[src/rtl/ctrl_issue_unit.sv]
// ctrl_issue_unit: registered opcode decoder with FP latency stall and STOP halt sequencing.
// Optional CTRL_PERF_CNT_EN adds issued/stall performance counters.
module ctrl_issue_unit #(
  parameter int OP_WIDTH  = 4,
  parameter int CV_WIDTH  = 11,
  parameter int ADDF_LAT  = 2,
  parameter int MULTF_LAT = 3,
  parameter int CNT_W     = 4
) (
  input  logic                clk,
  input  logic                rst_n,
  input  logic [OP_WIDTH-1:0] opcode_i,
  input  logic                valid_i,
  input  logic                flush_i,
  output logic [CV_WIDTH-1:0] cv_o,
  output logic                reg_write,
  output logic                alu_op,
  output logic                branch,
  output logic                mem_read,
  output logic                reg_dst,
  output logic                mem_write,
  output logic                jump,
  output logic                mem_to_reg,
  output logic                mov,
  output logic                floating,
  output logic                stop,
  output logic                stall_o,
  output logic                halted_o,
  output logic                illegal_o
`ifdef CTRL_PERF_CNT_EN
  ,
  output logic [31:0]         issued_cnt_o,
  output logic [31:0]         stall_cnt_o
`endif
);
  typedef enum logic [1:0] {RUN, FP_WAIT, HALT} state_t;
  localparam logic [OP_WIDTH-1:0] OP_STOP  = OP_WIDTH'(4'b0111);
  localparam logic [OP_WIDTH-1:0] OP_ADDF  = OP_WIDTH'(4'b1000);
  localparam logic [OP_WIDTH-1:0] OP_MULTF = OP_WIDTH'(4'b1001);
  localparam logic [CNT_W-1:0] ADDF_LD  = CNT_W'(ADDF_LAT - 1);
  localparam logic [CNT_W-1:0] MULTF_LD = CNT_W'(MULTF_LAT - 1);
  if (ADDF_LAT < 1 || MULTF_LAT < 1 || ADDF_LAT - 1 > 2**CNT_W - 1 || MULTF_LAT - 1 > 2**CNT_W - 1) begin : g_bad_cfg
    $error("ctrl_issue_unit: FP latency out of range for CNT_W");
  end
  state_t state;
  logic [CNT_W-1:0] cnt;
  logic [CV_WIDTH-1:0] dec;
  logic legal, take, is_addf, is_multf, long_fp;
  always_comb begin
    dec = '0;
    legal = 1'b1;
    case (opcode_i)
      OP_WIDTH'(4'b0000): dec = CV_WIDTH'(11'b10011001000);
      OP_WIDTH'(4'b0001): dec = CV_WIDTH'(11'b00000100000);
      OP_WIDTH'(4'b0010): dec = CV_WIDTH'(11'b10000000000);
      OP_WIDTH'(4'b0011): dec = CV_WIDTH'(11'b10001000100);
      OP_WIDTH'(4'b0100): dec = CV_WIDTH'(11'b11000000000);
      OP_WIDTH'(4'b0101): dec = CV_WIDTH'(11'b00100000000);
      OP_STOP:            dec = CV_WIDTH'(11'b00000000001);
      OP_ADDF, OP_MULTF:  dec = CV_WIDTH'(11'b10000000010);
      OP_WIDTH'(4'b1111): dec = '0;
      default:            legal = 1'b0;
    endcase
  end
  assign take     = state == RUN && valid_i && !flush_i;
  assign is_addf  = opcode_i == OP_ADDF;
  assign is_multf = opcode_i == OP_MULTF;
  assign long_fp  = (is_addf && ADDF_LAT > 1) || (is_multf && MULTF_LAT > 1);
  assign stall_o  = state != RUN;
  assign {reg_write, alu_op, branch, mem_read, reg_dst, mem_write, jump, mem_to_reg, mov, floating, stop} = cv_o;
  always_ff @(posedge clk or negedge rst_n) begin
    if (!rst_n) begin
      state     <= RUN;
      cnt       <= '0;
      cv_o      <= '0;
      halted_o  <= 1'b0;
      illegal_o <= 1'b0;
    end else begin
      cv_o      <= take ? dec : '0;
      illegal_o <= take && !legal;
      case (state)
        RUN: begin
          if (take && long_fp) begin
            cnt   <= is_multf ? MULTF_LD : ADDF_LD;
            state <= FP_WAIT;
          end else if (take && opcode_i == OP_STOP) begin
            state    <= HALT;
            halted_o <= 1'b1;
          end
        end
        FP_WAIT: begin
          cnt <= cnt - 1'b1;
          if (cnt == CNT_W'(1)) state <= RUN;
        end
        HALT:    state <= HALT;
        default: state <= RUN;
      endcase
    end
  end
`ifdef CTRL_PERF_CNT_EN
  always_ff @(posedge clk or negedge rst_n) begin
    if (!rst_n) begin
      issued_cnt_o <= '0;
      stall_cnt_o  <= '0;
    end else if (state != HALT) begin
      issued_cnt_o <= issued_cnt_o + 32'(cv_o != '0);
      stall_cnt_o  <= stall_cnt_o + 32'(stall_o);
    end
  end
`endif
endmodule

[config.mk]
export PLATFORM = sky130hd
export DESIGN_NAME = ctrl_issue_unit
export DESIGN_NICKNAME = d
export VERILOG_FILES = /design/src/rtl/ctrl_issue_unit.sv
export SDC_FILE = /design/constraint.sdc
export NUM_CORES = 1
export LEC_CHECK = 0
export BUFFER_PORTS_ARGS = -buffer_cell sky130_fd_sc_hd__buf_2
export CORE_MARGIN = 4
export CORE_UTILIZATION = 30
export DETAILED_ROUTE_END_ITERATION = 8
export SLEW_MARGIN = 30
export SYNTH_ARGS = -nofsm -noshare
export SYNTH_HDL_FRONTEND = slang
export SYNTH_SLANG_ARGS = --single-unit
[constraint.sdc]
create_clock -name clk -period 2 [get_ports clk]
set_input_delay 0.2 -clock clk [delete_from_list [all_inputs] [get_ports clk]]
set_output_delay 0.2 -clock clk [all_outputs]
set_load 0.02 [all_outputs]
==> results of run 1 <==
## path summary, 6_finish.rpt
check	startpoint	end	slack, ps	depth (start not counted)
max	state[0]	cv_o[6]	410	4
min	opcode_i[3]	cv_o[7]	180	2
max reg2reg	state[0]	cv_o[6]	410	4
min reg2reg	halted_o	halted_o	470	1
max in group asynchronous	rst_n	illegal_o	1370	2
min in group asynchronous	rst_n	cnt[3]	350	2
## power groups by stage
stage                     logic [mW]  clock network (mW)  registers [mW]
final                          0.267               0.177           0.456
after global routing           0.307               0.210           0.469
after CTS                      0.272               0.187           0.456
after detailed placement       0.270                   0           0.461
after global placement         0.260                   0           0.458
after floorplan                0.184                   0           0.471
## metrics by stage
stage | setup slack [ps] | utilization [%] | instances
floorplan | 383.3 | - | 85
global placement | 478.6 | 34.51 | 131
detailed placement | 454.9 | 34.51 | 131
CTS | 411.9 | 35.88 | 136
global route | 295.4 | 35.88 | 136
finish | 411.0 | 35.88 | 136
## metal layers
layer,vias up,part of all wire [%],global-route usage [%]
li1,310,-,-
met3,2,6.6,2.306
met5,-,0,0
met1,289,41,10.45
met2,26,51,16.47
met4,0,1.6,6.364
## sequential cells by signal, summed over array words and instances, names as in the netlist
signal / cells
cv_o: 9
state: 2
cnt: 4
halted_o: 1
illegal_o: 1
## area by class of cell
cell class,instances,area [µm²],share of cell area (%)
clock inverter,1,5.005,0.5102
clock buffer,3,22.52,2.296
sequential,17,425.4,43.37
tap,31,38.79,3.954
multi-input combinational,48,310.3,31.63
timing repair buffer,31,160.2,16.33
inverter,5,18.77,1.913
## repair_timing
item,CTS,global route
hold endpoints to repair,17,0
hold buffers,1,0
gates resized for setup,0,0
## layout by cell type (no fill, tap or decap)
cell,Yosys,routed
sky130_fd_sc_hd__a21oi_1,2,2
sky130_fd_sc_hd__or2_1,1,1
sky130_fd_sc_hd__dfrtp_1,17,17
sky130_fd_sc_hd__conb_1,1,2
sky130_fd_sc_hd__clkinv_2,0,1
sky130_fd_sc_hd__or3b_4,1,1
sky130_fd_sc_hd__buf_2,1,30
sky130_fd_sc_hd__clkinv_1,1,1
sky130_fd_sc_hd__nor4b_2,1,1
sky130_fd_sc_hd__nand4_1,1,1
sky130_fd_sc_hd__nor3b_1,3,3
sky130_fd_sc_hd__o21ai_0,3,3
sky130_fd_sc_hd__nand2b_1,3,3
sky130_fd_sc_hd__nand3_1,1,1
sky130_fd_sc_hd__nand3b_1,1,1
sky130_fd_sc_hd__xor2_1,1,1
sky130_fd_sc_hd__a31oi_1,1,1
sky130_fd_sc_hd__and3_1,2,2
sky130_fd_sc_hd__inv_1,4,4
sky130_fd_sc_hd__nor2_1,4,4
sky130_fd_sc_hd__or3_4,1,1
sky130_fd_sc_hd__or4_1,1,1
sky130_fd_sc_hd__nand2_1,5,5
sky130_fd_sc_hd__nor4_1,1,1
sky130_fd_sc_hd__dlygate4sd3_1,0,1
sky130_fd_sc_hd__or2_2,1,1
sky130_fd_sc_hd__a2bb2oi_1,1,1
sky130_fd_sc_hd__o21ai_1,3,3
sky130_fd_sc_hd__o311a_1,1,1
sky130_fd_sc_hd__clkbuf_4,0,3
sky130_fd_sc_hd__ha_1,2,2
sky130_fd_sc_hd__nor2b_1,4,4
sky130_fd_sc_hd__a21oi_2,1,1
## kinds of logic (layout without fill, tap and decap cells)
family | count (synthesis) | after routing | share of synthesized area [%]
xor+xnor | 1 | 1 | 1.022
flops | 17 | 17 | 49.64
other cells | 1 | 2 | 0.4375
fa+ha+maj | 2 | 2 | 2.919
buf+inv | 20 | 40 | 14.60
compound gates | 12 | 12 | 8.613
simple gates | 31 | 31 | 22.77
==> flow_summary.html, run 1 <==
<table>
<tr><th>Metric</th><th>Value</th></tr>
<tr><th colspan="2">Pwr</th></tr>
<tr><td>Part of the total power dissipated in combinational logic</td><td>29.6%</td></tr>
<tr><td>Overall power consumption</td><td>0.9002 mW</td></tr>
<tr><td>Total net switching power</td><td>0.3104 mW</td></tr>
<tr><td>Cell Pwr Density</td><td>917.7 nW/µm²</td></tr>
<tr><td>Clk network pwr share</td><td>19.7%</td></tr>
<tr><td>Internal power summed over all cells</td><td>0.5898 mW</td></tr>
<tr><td>Pleak</td><td>0.5448 nW</td></tr>
<tr><td>Share of total power in sequential cells</td><td>50.6%</td></tr>
<tr><td>Switching portion of total power</td><td>34.48%</td></tr>
<tr><td>Worst voltage drop across the vdd grid</td><td>0.5464 mV</td></tr>
<tr><th colspan="2">Status</th></tr>
<tr><td>Status</td><td>completed</td></tr>
<tr><th colspan="2">Setup path</th></tr>
<tr><td>Sort of element at the end of the critical path</td><td>flop</td></tr>
<tr><td>Type of the worst setup path</td><td>flop to flop</td></tr>
<tr><td>Largest delay contributor family on the critical path</td><td>simple AND/OR/NAND/NOR gates</td></tr>
<tr><td>Worst path max stage delay</td><td>440 ps</td></tr>
<tr><td>Cell at the slowest stage of the critical path</td><td>sky130_fd_sc_hd__dfrtp_1</td></tr>
<tr><td>Data required time at the worst endpoint</td><td>2210 ps</td></tr>
<tr><td>Crit path arrival time</td><td>1800 ps</td></tr>
<tr><td>Worst-path fanout max</td><td>5</td></tr>
<tr><td>Kind of start point of the critical path</td><td>flop</td></tr>
<tr><td>Crit path buf inv count</td><td>0</td></tr>
<tr><td>Ordered list of cells on the worst path</td><td>or2_1 &gt; or3b_4 &gt; or3_4 &gt; a21oi_2</td></tr>
<tr><th colspan="2">Synthesis</th></tr>
<tr><td>Cell Area, Synth</td><td>857.1 µm²</td></tr>
<tr><td>Number of storage elements in the synthesis netlist</td><td>17</td></tr>
<tr><td>Count of different cell masters after synthesis</td><td>32</td></tr>
<tr><td>Share of the synthesized area in the top cell type</td><td>49.64%</td></tr>
<tr><td>Synthesized netlist cell count</td><td>84</td></tr>
<tr><td>Synthesized area per cell</td><td>10.20 µm²</td></tr>
<tr><td>Warning count from the yosys run</td><td>0</td></tr>
<tr><td>Sequential area share after synthesis</td><td>49.64%</td></tr>
<tr><td>Most used flip-flop cell after synthesis</td><td>sky130_fd_sc_hd__dfrtp_1</td></tr>
<tr><td>Async set-or-reset flop fraction in the synthesized netlist</td><td>100.0%</td></tr>
<tr><td>Leading cell types by total area after synthesis</td><td>sky130_fd_sc_hd__dfrtp_1, sky130_fd_sc_hd__buf_4, sky130_fd_sc_hd__ha_1, sky130_fd_sc_hd__nor2b_1, sky130_fd_sc_hd__nor3b_1</td></tr>
<tr><td>Top-count cell post-synth</td><td>sky130_fd_sc_hd__dfrtp_1</td></tr>
<tr><td>Cell types with the highest counts after synthesis</td><td>sky130_fd_sc_hd__dfrtp_1, sky130_fd_sc_hd__buf_4, sky130_fd_sc_hd__nand2_1</td></tr>
<tr><td>Leading area contributor after synthesis</td><td>sky130_fd_sc_hd__dfrtp_1</td></tr>
<tr><td>Number of enable flip-flop cells after synthesis</td><td>0</td></tr>
<tr><th colspan="2">Place</th></tr>
<tr><td>Number of input and output port buffers inserted</td><td>30</td></tr>
<tr><td>Placer congestion estimate</td><td>0.8172</td></tr>
<tr><td>Post-detailed-placement half-perimeter wirelength</td><td>1219 µm</td></tr>
<tr><td>Placed Area</td><td>943.4 µm²</td></tr>
<tr><th colspan="2">STA</th></tr>
<tr><td>Final sum of negative setup slack</td><td>0 ps</td></tr>
<tr><td>Unrepaired setup endpoints after global routing</td><td>no</td></tr>
<tr><td>Final Setup Violations</td><td>0</td></tr>
<tr><td>Worst hold slack</td><td>180.3 ps</td></tr>
<tr><td>Maximum achievable frequency</td><td>629.3 MHz</td></tr>
<tr><td>Final Hold Vio Count</td><td>0</td></tr>
<tr><td>Period utilisation layout</td><td>79.45%</td></tr>
<tr><td>Number of max-slew violations in the final report</td><td>0</td></tr>
<tr><td>Clock Skew</td><td>10.98 ps</td></tr>
<tr><td>Final critical delay including setup and external delays</td><td>1589 ps</td></tr>
<tr><th colspan="2">Global routing</th></tr>
<tr><td>Largest net degree at the start of global routing</td><td>18</td></tr>
<tr><td>Global-route wire length before repair</td><td>2677 µm</td></tr>
<tr><td>Global router's overall resource usage</td><td>9.596%</td></tr>
<tr><td>Number of antenna violations at the first check in global routing</td><td>0</td></tr>
<tr><td>Gr ovfl total</td><td>0</td></tr>
<tr><td>Vias in the first global route</td><td>637</td></tr>
<tr><th colspan="2">CTS</th></tr>
<tr><td>TritonCTS Sinks</td><td>17</td></tr>
<tr><td>CTS tree</td><td>done</td></tr>
<tr><td>Bufs on Longest Clock Path</td><td>2</td></tr>
<tr><td>Number of clock buffers inserted by TritonCTS</td><td>3</td></tr>
<tr><td>Clk slew on worst S/H paths</td><td>100 ps</td></tr>
<tr><td>Clock root buffer</td><td>sky130_fd_sc_hd__clkbuf_4</td></tr>
<tr><td>Source-to-sink clock delay at the later pin of the worst-skew pair</td><td>280 ps</td></tr>
<tr><td>Clock H-tree levels</td><td>1</td></tr>
<tr><td>Count of buffers added by post-CTS timing repair for setup</td><td>0</td></tr>
<tr><th colspan="2">Layout</th></tr>
<tr><td>Filler cells</td><td>274</td></tr>
<tr><td># diodes</td><td>0</td></tr>
<tr><td>Area growth from synthesis to layout</td><td>14.45%</td></tr>
<tr><td>Total Nets Final</td><td>116</td></tr>
<tr><td>Share of cells above drive strength 1</td><td>37.14%</td></tr>
<tr><td>Final Cell Area</td><td>980.9 µm²</td></tr>
<tr><th colspan="2">Drt</th></tr>
<tr><td>Ratio of routed vias to standard cells</td><td>4.610</td></tr>
<tr><td>Via count</td><td>627</td></tr>
<tr><td>Remaining antenna violation count after routing</td><td>0</td></tr>
<tr><td>Routed wirelength normalized by instance count</td><td>11.60 µm</td></tr>
<tr><td>Wirelength, routed</td><td>1578 µm</td></tr>
<tr><td>Residual DRC count</td><td>0</td></tr>
<tr><td>Iteration-0 DRC Markers</td><td>24</td></tr>
<tr><td>Detailed-routing iteration count for the pre-antenna-repair pass</td><td>4</td></tr>
<tr><th colspan="2">Floorplan</th></tr>
<tr><td>Row Count</td><td>19</td></tr>
<tr><td>Starting density of the core</td><td>31.35%</td></tr>
<tr><td>Horizontal extent of the die</td><td>61.45 µm</td></tr>
<tr><td>Number of top-level pins</td><td>33</td></tr>
<tr><td>Die Outline Area</td><td>3776 µm²</td></tr>
<tr><td>Area inside the core boundary</td><td>2734 µm²</td></tr>
<tr><td>Die outline height</td><td>61.45 µm</td></tr>
<tr><th colspan="2">Job</th></tr>
<tr><td>Max-cap violations</td><td>0</td></tr>
<tr><th colspan="2">Min path</th></tr>
<tr><td>Worst min path class</td><td>primary input to flop</td></tr>
</table>
Note: power is estimated with default switching activity, not from simulation.
==> run 2, diff against run 1 <==
==> constraint.sdc (replaced) <==
create_clock -name clk -period 1.59 [get_ports clk]
set_input_delay 0.159 -clock clk [delete_from_list [all_inputs] [get_ports clk]]
set_output_delay 0.159 -clock clk [all_outputs]
set_load 0.02 [all_outputs]
==> run 2 against run 1 <==
Against the previous run:
- clock skew is 6.4 ps lower
- critical path type unchanged
- first-iteration DRC count is 79% lower
- cell count is 2.2% higher
- sequential cell count stayed put
- hold slack worse by 50 ps
- core utilization is 0.87 points higher
==> flow_summary.html, run 2 (synthesis results as in run 1) <==
<table>
<tr><th>Metric</th><th>Value</th></tr>
<tr><th colspan="2">CTS</th></tr>
<tr><td>Count of buffers added by post-CTS timing repair for setup</td><td>0 (unchanged)</td></tr>
<tr><td>CTS tree</td><td>done</td></tr>
<tr><td>Source-to-sink clock delay at the later pin of the worst-skew pair</td><td>290 ps (about the same)</td></tr>
<tr><td>Bufs on Longest Clock Path</td><td>2 (unchanged)</td></tr>
<tr><td>TritonCTS Sinks</td><td>17 (unchanged)</td></tr>
<tr><td>Clock H-tree levels</td><td>1 (unchanged)</td></tr>
<tr><td>Clk slew on worst S/H paths</td><td>100 ps (about the same)</td></tr>
<tr><td>Number of clock buffers inserted by TritonCTS</td><td>3 (unchanged)</td></tr>
<tr><td>Clock root buffer</td><td>sky130_fd_sc_hd__clkbuf_4</td></tr>
<tr><th colspan="2">Global routing</th></tr>
<tr><td>Gr ovfl total</td><td>0 (unchanged)</td></tr>
<tr><td>GR Util met3</td><td>0.6289% (-1.7 points)</td></tr>
<tr><td>Vias in the first global route</td><td>629 (-1.3%)</td></tr>
<tr><td>Global router's overall resource usage</td><td>9.616% (+0.021 points)</td></tr>
<tr><td>GRT busiest layer</td><td>met2</td></tr>
<tr><td>Fraction of met2 tracks used by global routing</td><td>18.43% (+2.0 points)</td></tr>
<tr><td>Number of antenna violations at the first check in global routing</td><td>0 (unchanged)</td></tr>
<tr><td>Met1 Usage GRT</td><td>10.26% (-0.19 points)</td></tr>
<tr><td>Global-route wire length before repair</td><td>2663 µm (-0.52%)</td></tr>
<tr><td>Largest net degree at the start of global routing</td><td>18 (unchanged)</td></tr>
<tr><th colspan="2">Place</th></tr>
<tr><td>Post-detailed-placement half-perimeter wirelength</td><td>1306 µm (+7.1%)</td></tr>
<tr><td>Number of input and output port buffers inserted</td><td>30 (unchanged)</td></tr>
<tr><td>Placer congestion estimate</td><td>0.8457 (+3.5%)</td></tr>
<tr><td>Worst slack at placement</td><td>89.08 ps (-365.9 ps)</td></tr>
<tr><th colspan="2">Drt</th></tr>
<tr><td>Residual DRC count</td><td>0 (unchanged)</td></tr>
<tr><td>Detailed-routing iteration count for the pre-antenna-repair pass</td><td>3 (-1)</td></tr>
<tr><td>Iteration-0 DRC Markers</td><td>5 (-79%)</td></tr>
<tr><td>Routed wirelength normalized by instance count</td><td>11.88 µm (+2.4%)</td></tr>
<tr><td>Wirelength, routed</td><td>1652 µm (+4.7%)</td></tr>
<tr><td>Via count</td><td>641 (+2.2%)</td></tr>
<tr><td>Ratio of routed vias to standard cells</td><td>4.612 (about the same)</td></tr>
<tr><td>Remaining antenna violation count after routing</td><td>0 (unchanged)</td></tr>
<tr><th colspan="2">Layout</th></tr>
<tr><td>Number of flip-flops in the largest register</td><td>9 (unchanged)</td></tr>
<tr><td>Share of cells above drive strength 1</td><td>38.89% (+1.7 points)</td></tr>
<tr><td># diodes</td><td>0 (unchanged)</td></tr>
<tr><td>Area growth from synthesis to layout</td><td>17.23%</td></tr>
<tr><td>Multi-input combinational cell area</td><td>312.8 µm² (+0.81%)</td></tr>
<tr><td>Most flop-heavy register</td><td>cv_o</td></tr>
<tr><td>Reg area</td><td>425.4 µm² (unchanged)</td></tr>
<tr><td>Most frequent cells in the layout</td><td>sky130_fd_sc_hd__buf_2, sky130_fd_sc_hd__dfrtp_1, sky130_fd_sc_hd__nand2_1</td></tr>
<tr><td>Most frequent standard cell in the layout excluding fill and tap cells</td><td>sky130_fd_sc_hd__buf_2</td></tr>
<tr><td>Filler cells</td><td>267 (-2.6%)</td></tr>
<tr><td>Registers with the highest flip-flop counts</td><td>cv_o x9, cnt x4, state x2</td></tr>
<tr><td>Total Nets Final</td><td>119 (+2.6%)</td></tr>
<tr><th colspan="2">Status</th></tr>
<tr><td>Status</td><td>completed</td></tr>
<tr><th colspan="2">Setup path</th></tr>
<tr><td>Kind of start point of the critical path</td><td>flop</td></tr>
<tr><td>Type of the worst setup path</td><td>flop to flop</td></tr>
<tr><td>R2R cell count</td><td>4 (unchanged)</td></tr>
<tr><td>Data required time at the worst endpoint</td><td>1820 ps (-390 ps)</td></tr>
<tr><td>Sort of element at the end of the critical path</td><td>flop</td></tr>
<tr><td>Worst-path fanout max</td><td>3 (-2)</td></tr>
<tr><td>Source of the worst register-to-register timing path</td><td>state[0]</td></tr>
<tr><td>Setup slack of the worst register-to-register path</td><td>80 ps (-330 ps)</td></tr>
<tr><td>Crit path arrival time</td><td>1730 ps (-70 ps)</td></tr>
<tr><td>Endpoint of the most critical register-to-register path</td><td>cv_o[6]</td></tr>
<tr><th colspan="2">Min path</th></tr>
<tr><td>Min-Delay Startpoint</td><td>opcode_i[3]</td></tr>
<tr><td>Worst Hold Depth</td><td>2 (unchanged)</td></tr>
<tr><td>Worst min path class</td><td>primary input to flop</td></tr>
<tr><td>End of the worst hold path</td><td>cv_o[7]</td></tr>
<tr><th colspan="2">Floorplan</th></tr>
<tr><td>Number of top-level pins</td><td>33 (unchanged)</td></tr>
<tr><td>Row Count</td><td>19 (unchanged)</td></tr>
<tr><td>Horizontal extent of the die</td><td>61.45 µm (unchanged)</td></tr>
<tr><td>Area inside the core boundary</td><td>2734 µm² (unchanged)</td></tr>
<tr><td>Starting density of the core</td><td>31.35% (unchanged)</td></tr>
<tr><td>Die outline height</td><td>61.45 µm (unchanged)</td></tr>
<tr><td>Die Outline Area</td><td>3776 µm² (unchanged)</td></tr>
<tr><th colspan="2">STA</th></tr>
<tr><td>Final critical delay including setup and external delays</td><td>1508 ps (-80.84 ps)</td></tr>
<tr><td>Maximum achievable frequency</td><td>663.1 MHz (+5.4%)</td></tr>
<tr><td>Number of max-slew violations in the final report</td><td>0 (unchanged)</td></tr>
<tr><td>Unrepaired setup endpoints after global routing</td><td>no</td></tr>
<tr><td>Final sum of negative setup slack</td><td>0 ps (unchanged)</td></tr>
<tr><td>Final worst-path setup slack</td><td>81.82 ps (-329.2 ps)</td></tr>
<tr><td>Period utilisation layout</td><td>94.85% (+15 points)</td></tr>
<tr><td>Final Hold Vio Count</td><td>0 (unchanged)</td></tr>
<tr><td>Clock Skew</td><td>4.610 ps (-6.370 ps)</td></tr>
<tr><td>Final Setup Violations</td><td>0 (unchanged)</td></tr>
<tr><th colspan="2">Pwr</th></tr>
<tr><td>Cell Pwr Density</td><td>1170 nW/µm² (+28%)</td></tr>
<tr><td>Pleak</td><td>0.5582 nW (+2.5%)</td></tr>
<tr><td>Worst voltage drop across the vdd grid</td><td>0.4949 mV (-9.4%)</td></tr>
<tr><th colspan="2">Job</th></tr>
<tr><td>Max-cap violations</td><td>0 (unchanged)</td></tr>
</table>
## run 2: timing repair
item	in CTS	in global routing
endpoints found under the hold margin	17	0
resized for setup	0	0
hold buffers	1	0
## run 2: layout make-up
type                       count  area share [%]
sequential                    17           42.34
tap                           31           3.861
timing repair buffer          34           18.18
multi-input combinational     48           31.13
inverter                       5           1.868
clock buffer                   4           2.615
## run 2: critical path, stage by stage (launching register included)
cell                      delay (ps)
sky130_fd_sc_hd__dfrtp_1         380
sky130_fd_sc_hd__or2_4           250
sky130_fd_sc_hd__or3b_4          380
sky130_fd_sc_hd__or3_4           340
sky130_fd_sc_hd__a21oi_2         100
## run 2: how the worst max path moves through the flow
stage | start | end | slack, ps | cells after the start
floorplan | state[0] | cv_o[6] | 20 | 4
global placement | state[0] | cv_o[6] | 110 | 4
detailed placement | state[0] | cv_o[6] | 90 | 4
CTS | state[0] | cv_o[6] | 70 | 4
global route | state[0] | cv_o[6] | 30 | 4
finish | state[0] | cv_o[6] | 80 | 4
## run 2: power by group
group | internal (mW) | switching (mW)
Sequential | 0.513 | 0.0484
Clock | 0.0975 | 0.132
Combinational | 0.163 | 0.222
Total | 0.774 | 0.402
## run 2: through the flow
step | hold WS (ps) | util (%) | std cells | total power [mW] | area (µm²)
final | 130.6 | 36.75 | 139 | 1.176 | 1005
after global routing | 129.1 | 36.75 | 139 | 1.261 | 1005
after CTS | 120.6 | 36.75 | 139 | 1.191 | 1005
after detailed placement | 102.9 | 35.42 | 134 | 0.9557 | 968.4
after global placement | 90.97 | 35.42 | 134 | 0.9366 | 968.4
after floorplan | -136.6 | - | 85 | 0.8338 | 863.3
## run 2: per-layer routing
| layer | vias to the layer above | part of all wire [%] |
|---|---|---|
| met5 | - | 0 |
| met1 | 306 | 42 |
| met2 | 17 | 52 |
| met4 | 0 | 1.2 |
| met3 | 2 | 4.7 |
| li1 | 316 | - |
==> run 3, diff against run 2 <==
==> constraint.sdc (replaced) <==
create_clock -name clk -period 1.59 [get_ports clk]
set_input_delay 0.3975 -clock clk [delete_from_list [all_inputs] [get_ports clk]]
set_output_delay 0.3975 -clock clk [all_outputs]
set_load 0.02 [all_outputs]
==> run 3 against run 2 <==
Against the previous run:
- combinational power decreased by 2%
- clock skew is 2.5 ps lower
- global-route usage down 0.30 points
- routed wire length decreased by 2.8%
- hold slack worse by 120 ps
- power shrank 0.62%
- critical endpoint unchanged
- highest routed layer unchanged
==> flow_summary.html, run 3 (synthesis results as in run 1) <==
<table>
<tr><th>Metric</th><th>Value</th></tr>
<tr><th colspan="2">Setup path</th></tr>
<tr><td>Worst path max stage delay</td><td>390 ps (about the same)</td></tr>
<tr><td>Sort of element at the end of the critical path</td><td>flop</td></tr>
<tr><td>Largest delay contributor family on the critical path</td><td>simple AND/OR/NAND/NOR gates</td></tr>
<tr><td>Ordered list of cells on the worst path</td><td>or2_4 &gt; or3b_4 &gt; or3_4 &gt; a21oi_2</td></tr>
<tr><td>Crit path buf inv count</td><td>0 (unchanged)</td></tr>
<tr><td>Type of the worst setup path</td><td>flop to flop</td></tr>
<tr><td>Cell at the slowest stage of the critical path</td><td>sky130_fd_sc_hd__dfrtp_1</td></tr>
<tr><td>Data required time at the worst endpoint</td><td>1810 ps (about the same)</td></tr>
<tr><td>Setup slack of the worst register-to-register path</td><td>70 ps (about the same)</td></tr>
<tr><td>Crit path arrival time</td><td>1740 ps (about the same)</td></tr>
<tr><td>Kind of start point of the critical path</td><td>flop</td></tr>
<tr><td>Worst-path fanout max</td><td>3 (unchanged)</td></tr>
<tr><th colspan="2">Layout</th></tr>
<tr><td>Most frequent standard cell in the layout excluding fill and tap cells</td><td>sky130_fd_sc_hd__buf_2</td></tr>
<tr><td>Final Cell Area</td><td>994.7 µm² (-1.0%)</td></tr>
<tr><td>Most flop-heavy register</td><td>cv_o</td></tr>
<tr><td>Registers with the highest flip-flop counts</td><td>cv_o x9, cnt x4, state x2</td></tr>
<tr><td>Area growth from synthesis to layout</td><td>16.06%</td></tr>
<tr><td>Number of flip-flops in the largest register</td><td>9 (unchanged)</td></tr>
<tr><td># diodes</td><td>0 (unchanged)</td></tr>
<tr><td>Share of cells above drive strength 1</td><td>39.25% (+0.36 points)</td></tr>
<tr><td>Most frequent cells in the layout</td><td>sky130_fd_sc_hd__buf_2, sky130_fd_sc_hd__dfrtp_1, sky130_fd_sc_hd__nand2_1</td></tr>
<tr><td>Total Nets Final</td><td>118 (-0.84%)</td></tr>
<tr><th colspan="2">Drt</th></tr>
<tr><td>Via count</td><td>642 (+0.16%)</td></tr>
<tr><td>Routed wirelength normalized by instance count</td><td>11.63 µm (-2.1%)</td></tr>
<tr><td>Ratio of routed vias to standard cells</td><td>4.652 (+0.88%)</td></tr>
<tr><td>Detailed-routing iteration count for the pre-antenna-repair pass</td><td>4 (+1)</td></tr>
<tr><td>Iteration-0 DRC Markers</td><td>7 (+2)</td></tr>
<tr><td>Residual DRC count</td><td>0 (unchanged)</td></tr>
<tr><td>Wirelength, routed</td><td>1605 µm (-2.8%)</td></tr>
<tr><td>Remaining antenna violation count after routing</td><td>0 (unchanged)</td></tr>
<tr><th colspan="2">CTS</th></tr>
<tr><td>Clock root buffer</td><td>sky130_fd_sc_hd__clkbuf_4</td></tr>
<tr><td>Clk slew on worst S/H paths</td><td>100 ps (about the same)</td></tr>
<tr><td>Clock H-tree levels</td><td>1 (unchanged)</td></tr>
<tr><td>Post-CTS Hold Buffers</td><td>0 (-1)</td></tr>
<tr><td>TritonCTS Sinks</td><td>17 (unchanged)</td></tr>
<tr><td>Number of gates given a new drive strength after cts</td><td>0 (unchanged)</td></tr>
<tr><td>Number of clock buffers inserted by TritonCTS</td><td>3 (unchanged)</td></tr>
<tr><td>Source-to-sink clock delay at the later pin of the worst-skew pair</td><td>280 ps (about the same)</td></tr>
<tr><td>Count of buffers added by post-CTS timing repair for setup</td><td>0 (unchanged)</td></tr>
<tr><td>Bufs on Longest Clock Path</td><td>2 (unchanged)</td></tr>
<tr><td>CTS tree</td><td>done</td></tr>
<tr><th colspan="2">Pwr</th></tr>
<tr><td>Worst voltage drop across the vdd grid</td><td>0.4327 mV (-13%)</td></tr>
<tr><td>Share of total power in sequential cells</td><td>48.2% (+0.4 points)</td></tr>
<tr><td>Cell Pwr Density</td><td>1175 nW/µm² (+0.37%)</td></tr>
<tr><td>Total net switching power</td><td>0.3967 mW (-1.4%)</td></tr>
<tr><td>Internal power summed over all cells</td><td>0.7720 mW (-0.22%)</td></tr>
<tr><td>Part of the total power dissipated in combinational logic</td><td>32.3% (-0.5 points)</td></tr>
<tr><td>Overall power consumption</td><td>1.169 mW (-0.62%)</td></tr>
<tr><td>Pleak</td><td>0.5541 nW (-0.75%)</td></tr>
<tr><td>Clk network pwr share</td><td>19.5% (about the same)</td></tr>
<tr><td>Switching portion of total power</td><td>33.94% (-0.27 points)</td></tr>
<tr><th colspan="2">STA</th></tr>
<tr><td>Final Hold Vio Count</td><td>0 (unchanged)</td></tr>
<tr><td>Final critical delay including setup and external delays</td><td>1517 ps (+8.375 ps)</td></tr>
<tr><td>Number of max-slew violations in the final report</td><td>0 (unchanged)</td></tr>
<tr><td>Maximum achievable frequency</td><td>659.4 MHz (-0.55%)</td></tr>
<tr><td>Unrepaired setup endpoints after global routing</td><td>no</td></tr>
<tr><td>Final Setup Violations</td><td>0 (unchanged)</td></tr>
<tr><td>Final worst-path setup slack</td><td>73.45 ps (-8.375 ps)</td></tr>
<tr><td>Period utilisation layout</td><td>95.38% (+0.53 points)</td></tr>
<tr><td>Final sum of negative setup slack</td><td>0 ps (unchanged)</td></tr>
<tr><td>Clock Skew</td><td>2.091 ps (-2.520 ps)</td></tr>
<tr><th colspan="2">Floorplan</th></tr>
<tr><td>Die outline height</td><td>61.45 µm (unchanged)</td></tr>
<tr><td>Die Outline Area</td><td>3776 µm² (unchanged)</td></tr>
<tr><td>Row Count</td><td>19 (unchanged)</td></tr>
<tr><td>Starting density of the core</td><td>31.35% (unchanged)</td></tr>
<tr><td>Number of top-level pins</td><td>33 (unchanged)</td></tr>
<tr><td>Area inside the core boundary</td><td>2734 µm² (unchanged)</td></tr>
<tr><td>Horizontal extent of the die</td><td>61.45 µm (unchanged)</td></tr>
<tr><th colspan="2">Place</th></tr>
<tr><td>Number of input and output port buffers inserted</td><td>30 (unchanged)</td></tr>
<tr><td>Placed Area</td><td>968.4 µm² (unchanged)</td></tr>
<tr><td>Post-detailed-placement half-perimeter wirelength</td><td>1265 µm (-3.2%)</td></tr>
<tr><td>Worst slack at placement</td><td>92.42 ps (+3.339 ps)</td></tr>
<tr><td>Placer congestion estimate</td><td>0.8483 (+0.31%)</td></tr>
<tr><th colspan="2">Global routing</th></tr>
<tr><td>Vias in the first global route</td><td>565 (-10%)</td></tr>
<tr><td>Number of antenna violations at the first check in global routing</td><td>0 (unchanged)</td></tr>
<tr><td>Gr ovfl total</td><td>0 (unchanged)</td></tr>
<tr><td>Global router's overall resource usage</td><td>9.314% (-0.30 points)</td></tr>
<tr><td>Global-route wire length before repair</td><td>2559 µm (-3.9%)</td></tr>
<tr><td>Largest net degree at the start of global routing</td><td>18 (unchanged)</td></tr>
<tr><th colspan="2">Status</th></tr>
<tr><td>Status</td><td>completed</td></tr>
<tr><th colspan="2">Min path</th></tr>
<tr><td>Worst min path class</td><td>primary input to async pin</td></tr>
<tr><th colspan="2">Job</th></tr>
<tr><td>Max-cap violations</td><td>0 (unchanged)</td></tr>
</table>
[run 3: final cells by class]
class | instances | area [µm²]
Clock buffer | 4 | 26.28
Fill cell | 287 | 1739
Inverter | 5 | 18.77
Multi-Input combinational cell | 48 | 312.8
Sequential cell | 17 | 425.4
Tap cell | 31 | 38.79
Timing Repair Buffer | 33 | 172.7
[run 3: routing by layer]
layer	part of all wire (%)	global-route usage (%)
met1	39	10.77
met4	0.62	5.455
met2	54	16.31
met5	0	0
met3	6.7	1.258
[run 3: power by group through the flow]
stage / sequential [mW] / clock, mW / combinational (mW)
floorplan: 0.593 / 0 / 0.241
global placement: 0.568 / 0 / 0.369
detailed placement: 0.569 / 0 / 0.384
CTS: 0.562 / 0.240 / 0.383
global route: 0.570 / 0.259 / 0.425
finish: 0.563 / 0.228 / 0.378
[run 3: worst paths after layout]
check / startpoint / to / cells after the start
max in group asynchronous: rst_n / state[0] / 1
min: rst_n / cnt[0] / 1
min reg2reg: halted_o / halted_o / 1
max reg2reg: state[0] / cv_o[6] / 4
max: state[0] / cv_o[6] / 4
min in group clk: opcode_i[3] / cv_o[7] / 2
[run 3: worst reg2reg max path: stages, from the launching register on]
cell and delay, ps:
sky130_fd_sc_hd__dfrtp_1 390, sky130_fd_sc_hd__or2_4 250, sky130_fd_sc_hd__or3b_4 380, sky130_fd_sc_hd__or3_4 340
sky130_fd_sc_hd__a21oi_2 100
[run 3: per-stage QoR]
step	hold slack, ps	cells	utilization, %
after detailed placement	338.8	134	35.42
after CTS	16.26	138	36.38
final	10.63	138	36.38
after floorplan	101.9	85	-
after global routing	33.58	138	36.38
after global placement	328.8	134	35.42
